### src/rtl/hazard_pkg.sv
// Shared types and helpers for the decode-stage hazard scoreboard.
// Entry field widths here set the defaults used by hazard_scoreboard.
package hazard_pkg;

  localparam int SB_REG_ADDR_W = 5;
  localparam int SB_TNEW_W     = 2;

  localparam int unsigned FWD_GRF = 0;

  typedef struct packed {
    logic                     valid;
    logic [SB_REG_ADDR_W-1:0] rd;
    logic [SB_TNEW_W-1:0]     tnew;
  } sb_entry_t;

  localparam sb_entry_t SB_BUBBLE = '{valid: 1'b0, rd: '0, tnew: '0};

  function automatic logic [SB_TNEW_W-1:0] sat_dec(input logic [SB_TNEW_W-1:0] v);
    return (v == {SB_TNEW_W{1'b0}}) ? {SB_TNEW_W{1'b0}} : v - {{(SB_TNEW_W-1){1'b0}}, 1'b1};
  endfunction

endpackage

### src/rtl/hazard_port_check.sv
// One decode read port: finds the youngest in-flight writer of the source
// register and turns its remaining latency into a stall or a forward select.
module hazard_port_check
  import hazard_pkg::*;
#(
  parameter int REG_ADDR_W = SB_REG_ADDR_W,
  parameter int TNEW_W     = SB_TNEW_W,
  parameter int STAGES     = 3,
  parameter int SEL_W      = $clog2(STAGES + 1)
) (
  input  logic                         valid_i,
  input  logic                         used_i,
  input  logic [REG_ADDR_W-1:0]        addr_i,
  input  logic [TNEW_W-1:0]            tuse_i,
  input  logic [STAGES-1:0]            ent_valid_i,
  input  logic [STAGES*REG_ADDR_W-1:0] ent_rd_i,
  input  logic [STAGES*TNEW_W-1:0]     ent_tnew_i,
  output logic                         port_stall_o,
  output logic [SEL_W-1:0]             fwd_sel_o
);

  logic              active_s;
  logic [STAGES-1:0] match_s;
  logic              hit_s;
  logic [SEL_W-1:0]  hit_idx_s;
  logic [TNEW_W-1:0] hit_tnew_s;

  assign active_s = valid_i & used_i & (addr_i != {REG_ADDR_W{1'b0}});

  // Per-stage address compare against every valid entry.
  always_comb begin
    match_s = '0;
    for (int k = 0; k < STAGES; k++) begin
      match_s[k] = ent_valid_i[k] & (ent_rd_i[k*REG_ADDR_W +: REG_ADDR_W] == addr_i);
    end
  end

  // Walk oldest to youngest so the youngest match overwrites older ones.
  always_comb begin
    hit_s      = 1'b0;
    hit_idx_s  = '0;
    hit_tnew_s = '0;
    for (int k = STAGES - 1; k >= 0; k--) begin
      hit_s      = match_s[k] ? 1'b1 : hit_s;
      hit_idx_s  = match_s[k] ? SEL_W'(k + 1) : hit_idx_s;
      hit_tnew_s = match_s[k] ? ent_tnew_i[k*TNEW_W +: TNEW_W] : hit_tnew_s;
    end
  end

  // A ready result (tnew=0) is forwarded; a later one either stalls or waits downstream.
  always_comb begin
    port_stall_o = 1'b0;
    fwd_sel_o    = SEL_W'(FWD_GRF);
    if (active_s && hit_s) begin
      port_stall_o = (hit_tnew_s > tuse_i);
      if (hit_tnew_s == {TNEW_W{1'b0}}) begin
        fwd_sel_o = hit_idx_s;
      end else begin
        fwd_sel_o = SEL_W'(FWD_GRF);
      end
    end else begin
      port_stall_o = 1'b0;
      fwd_sel_o    = SEL_W'(FWD_GRF);
    end
  end

endmodule

### src/rtl/hazard_scoreboard.sv
// Decode-stage stall/forward controller: shift register of in-flight GRF
// writers, per-port hazard checks, mul/div interlock and a stall counter.
module hazard_scoreboard
  import hazard_pkg::*;
#(
  parameter int REG_ADDR_W = SB_REG_ADDR_W,
  parameter int TNEW_W     = SB_TNEW_W,
  parameter int STAGES     = 3,
  parameter int NUM_READ   = 2,
  parameter int SEL_W      = $clog2(STAGES + 1)
) (
  input  logic                           clk,
  input  logic                           reset,
  input  logic                           id_valid,
  input  logic                           id_we,
  input  logic [REG_ADDR_W-1:0]          id_rd,
  input  logic [TNEW_W-1:0]              id_tnew,
  input  logic [NUM_READ-1:0]            id_rs_used,
  input  logic [NUM_READ*REG_ADDR_W-1:0] id_rs_addr,
  input  logic [NUM_READ*TNEW_W-1:0]     id_rs_tuse,
  input  logic                           id_is_md,
  input  logic                           md_busy,
  input  logic                           flush,
  output logic                           stall,
  output logic [NUM_READ*SEL_W-1:0]      fwd_sel,
  output logic [31:0]                    stall_cnt
);

  sb_entry_t [STAGES-1:0]        ent_q;
  sb_entry_t [STAGES-1:0]        ent_d;
  logic [31:0]                   cnt_q;
  logic [31:0]                   cnt_d;

  logic [STAGES-1:0]             ent_valid_s;
  logic [STAGES*REG_ADDR_W-1:0]  ent_rd_s;
  logic [STAGES*TNEW_W-1:0]      ent_tnew_s;
  logic [NUM_READ-1:0]           port_stall_s;
  logic                          md_stall_s;
  logic                          stall_s;
  logic                          issue_s;

  for (genvar k = 0; k < STAGES; k++) begin : g_flat
    assign ent_valid_s[k]                          = ent_q[k].valid;
    assign ent_rd_s[k*REG_ADDR_W +: REG_ADDR_W]    = ent_q[k].rd;
    assign ent_tnew_s[k*TNEW_W +: TNEW_W]          = ent_q[k].tnew;
  end

  for (genvar p = 0; p < NUM_READ; p++) begin : g_port
    hazard_port_check #(
      .REG_ADDR_W (REG_ADDR_W),
      .TNEW_W     (TNEW_W),
      .STAGES     (STAGES),
      .SEL_W      (SEL_W)
    ) u_check (
      .valid_i      (id_valid),
      .used_i       (id_rs_used[p]),
      .addr_i       (id_rs_addr[p*REG_ADDR_W +: REG_ADDR_W]),
      .tuse_i       (id_rs_tuse[p*TNEW_W +: TNEW_W]),
      .ent_valid_i  (ent_valid_s),
      .ent_rd_i     (ent_rd_s),
      .ent_tnew_i   (ent_tnew_s),
      .port_stall_o (port_stall_s[p]),
      .fwd_sel_o    (fwd_sel[p*SEL_W +: SEL_W])
    );
  end

  assign md_stall_s = id_valid & id_is_md & md_busy;
  assign stall_s    = ~flush & ((|port_stall_s) | md_stall_s);
  assign issue_s    = id_valid & ~stall_s & ~flush;

  // Next entry vector: decode (or a bubble) into stage 1, older stages age by one.
  always_comb begin
    ent_d = ent_q;
    if (issue_s) begin
      ent_d[0].valid = 1'b1;
      ent_d[0].rd    = id_we ? id_rd : {REG_ADDR_W{1'b0}};
      ent_d[0].tnew  = id_tnew;
    end else begin
      ent_d[0] = SB_BUBBLE;
    end
    for (int k = 1; k < STAGES; k++) begin
      ent_d[k]      = ent_q[k-1];
      ent_d[k].tnew = sat_dec(ent_q[k-1].tnew);
    end
  end

  // Saturating count of cycles in which decode was held.
  always_comb begin
    cnt_d = cnt_q;
    if (stall_s && (cnt_q != 32'hFFFF_FFFF)) begin
      cnt_d = cnt_q + 32'd1;
    end else begin
      cnt_d = cnt_q;
    end
  end

  // Scoreboard state; reset drops every tracked writer at once.
  always_ff @(posedge clk or negedge reset) begin
    if (!reset) begin
      ent_q <= {STAGES{SB_BUBBLE}};
      cnt_q <= 32'd0;
    end else begin
      ent_q <= ent_d;
      cnt_q <= cnt_d;
    end
  end

  assign stall     = stall_s;
  assign stall_cnt = cnt_q;

endmodule

### config.mk
export PLATFORM = sky130hd
export DESIGN_NAME = hazard_scoreboard
export DESIGN_NICKNAME = d
export VERILOG_FILES = /design/src/rtl/hazard_pkg.sv /design/src/rtl/hazard_port_check.sv /design/src/rtl/hazard_scoreboard.sv
export SDC_FILE = /design/constraint.sdc
export NUM_CORES = 1
export LEC_CHECK = 0
export BUFFER_PORTS_ARGS = -buffer_cell sky130_fd_sc_hd__buf_2
export CAP_MARGIN = 10
export CORE_ASPECT_RATIO = 0.8
export CORE_MARGIN = 1.5
export CORE_UTILIZATION = 25
export CTS_CLUSTER_DIAMETER = 120
export DETAILED_ROUTE_END_ITERATION = 7
export SLEW_MARGIN = 30
export SYNTH_ARGS = -nofsm -noshare
export SYNTH_HDL_FRONTEND = slang
export SYNTH_SLANG_ARGS = --single-unit
export TNS_END_PERCENT = 20
### constraint.sdc
create_clock -name clk -period 3.5 [get_ports clk]
set_input_delay 0.525 -clock clk [delete_from_list [all_inputs] [get_ports clk]]
set_output_delay 0.525 -clock clk [all_outputs]
set_load 0.05 [all_outputs]
==> summary.txt <==
status -> finished, final reports clean
CP arrival -> 2.97 ns
via/cell ratio -> 4.67
wire length per cell -> 15.0 µm
VDD IR-drop max -> 463 µV
Post-Syn Area -> 0.00299 mm²
die width -> 125 µm
Worst setup SP type -> flop
max-cap check violation count -> 0
worst hold path class -> input pin to async pin
Worst R2R Start -> ent_q[21]
NumNets Final -> 418
Worst R2R End -> stall_cnt[1]
ys async rst share -> 100%
max-slew violations -> 0
GRT Util Overall -> 12.7%
Syn Nets -> 314
final core occ -> 35.0%
Initial Utilization -> 25.8%
antenna cells -> 0
hpwl dp -> 5670 µm
Pwr Density -> 392 mW/mm²
Req. time, crit path -> 2.97 ns
post-synthesis area per instance -> 10.7 µm²
Buffers on Ports -> 66
crit share post-route -> 100%
post-synth top area cell -> dfrtp_1
die area -> 0.0126 mm²
maximum number of pins on one net before global-route repair -> 31
ANT nets after route -> 0
crit path buf inv count -> 3
P_leak -> 0.00199 µW
sequential fraction of the synthesis area -> 46.9%
RSZ-0062 raised after global routing -> yes
initial antenna violation count -> 0
kind of critical path -> flop to primary output
Routed WL -> 7960 µm
Iteration-0 DRC Markers -> 106
instance count on the critical path -> 15
cell family with most CP delay -> simple AND/OR/NAND/NOR gates
row count -> 35
CP max FO -> 3
vias in the first global route -> 2,497
Bufs on Longest Clock Path -> 2
final setup margin -> 0.00155 ns
count leader, synth -> dfrtp_1
TritonCTS Buffers -> 5
Hold Violations, Final -> 0
Yosys top cell area share -> 46.9%
cells taking the most area after synthesis -> dfrtp_1 47%, xor2_1 10%, xnor2_1 7.0%
Initial DRT Pass Iterations -> 4
post-layout minimum cycle time -> 3.50 ns
final setup fails -> 0
CP Cell Sequence -> xor2_1 -> nor4_1 -> and3_1 -> nor2b_4 -> a22oi_2 -> o21ai_2 -> inv_1 -> ha_2 -> inv_2 -> a21oi_2 -> a211oi_2 -> o31ai_2 -> and3_4 -> nor2_4 -> buf_8
sum of negative setup slack -> 0 ns
placed cells -> 509
first-pass GRT wire length -> 12,800 µm
P&R area growth vs syn -> 35.5%
CTS clock-pin slew for the worst setup and hold paths -> 0.07 ns
Primary FF master, synth -> dfrtp_1
Worst R2R Path Depth -> 16
Clock Latency Late Sink -> 0.29 ns
hold buffer count at CTS -> 0
Gate Count Post-Synth -> 279
non-filler cells, final -> 531
Place WS -> -0.313 ns
Yosys warnings -> 0
Netlist cell types -> 43
#FFs+latches synth -> 56
drt drc -> 0
crit end category -> primary output
CTS tree -> yes
I/O Pins -> 67
clk root buf -> clkbuf_16
list of most frequent post-synthesis cells -> 56 x dfrtp_1, 35 x xor2_1, 24 x xnor2_1
share of cells above drive strength 1 -> 38.1%
relative slew slack -> 58.4%
detailed-route via count -> 2,479
r2r setup slk -> 0.06 ns
skew final -> 0.00510 ns
H-tree levels -> 2
grt ovf -> 0
worst slew pin tran -> 0.624 ns
fmax -> 286 MHz
Slowest cell on crit path -> dfrtp_1
Placeable Area -> 0.0116 mm²
number of synthesized flops with an enable pin -> 0
WHS -> 0.249 ns
GPL Wtd Cong -> 0.797
clock sinks -> 56
fillers -> 1,189
DIE HEIGHT -> 101 µm
Critical Path Max Stage Delay -> 0.39 ns
-- where the power goes --
group	internal (µW)	total, µW	switching, µW
sequential	677	711	33.1
clock	406	624	218
combinational	83.9	251	167
total	1170	1590	419
-- state kept, by name, indices dropped and copies added, names as in the netlist --
register and count:
ent_q 12, ent_d 12, stall_cnt 32
-- cells by family (layout without fill, tap and decap cells) --
kind of cell	after synthesis	count (layout)	synth area share [%]
XOR/XNOR	60	60	17.8
flip-flops	56	56	46.9
buffers and inverters	16	120	2.81
AND/OR/NAND/NOR	122	122	25.5
adder cells (fa/ha/maj)	5	5	2.09
AO/OA/AOI/OAI	18	18	4.06
multiplexers	2	2	0.754
-- metrics by stage --
stage	area (µm²)	power [µW]
floorplan	2990	870
global placement	3640	962
detailed placement	3640	968
CTS	3910	1600
global route	4050	1650
finish	4050	1590
-- how the worst max path moves through the flow --
stage | slack (ns) | from | end
floorplan | -0.12 | id_rs_addr[0] | fwd_sel[1]
global placement | -0.31 | id_rs_addr[6] | stall_cnt[1]
detailed placement | -0.31 | id_rs_addr[6] | stall_cnt[1]
CTS | 0.005 | ent_q[19] | stall
global route | -0.16 | ent_q[21] | stall
finish | 0.002 | ent_q[21] | stall
-- per-layer routing --
metal  GRT usage, %  vias to the layer above  wire length [µm]
li1               -                     1187                 -
met1           17.2                     1218              3700
met2           20.7                       70              3770
met3           3.03                        4               456
met4           2.62                        0                34
met5              0                        -                 0
-- timing repair --
| action | 4_1_cts | 5_1_grt |
|---|---|---|
| endpoints found under the setup margin | 3 | 14 |
| gates resized for setup | 12 | 18 |
| setup buffers | 5 | 10 |
| pin swaps | 6 | 18 |
-- cells in the final DEF, fill, tap and decap left out, drive strengths merged, types with 3 or more instances in the layout --
master	Yosys	routed
buf	5	105
dfrtp	56	56
xor2	35	35
xnor2	25	25
nand3	19	19
nor4	16	16
nor2	14	14
and3	14	14
nand2	13	13
and2	10	10
inv	8	8
nand4	7	7
nor3	6	6
clkbuf	3	5
nor2b	5	5
nor4b	5	5
ha	5	5
o21ai	4	4
o211ai	3	3
and4	3	3
a22oi	3	3
or4	3	3
-- area by class of cell --
class,count,area (µm²),area share (%)
clock buffers,5,125,3.09
clock inverters,2,60.1,1.48
inverters,8,30.0,0.742
multi-input cells,207,1600,39.5
flip-flops and latches,56,1400,34.6
well taps,148,185,4.58
repair buffers,105,646,16.0
Note: power is estimated with default switching activity, not from simulation.
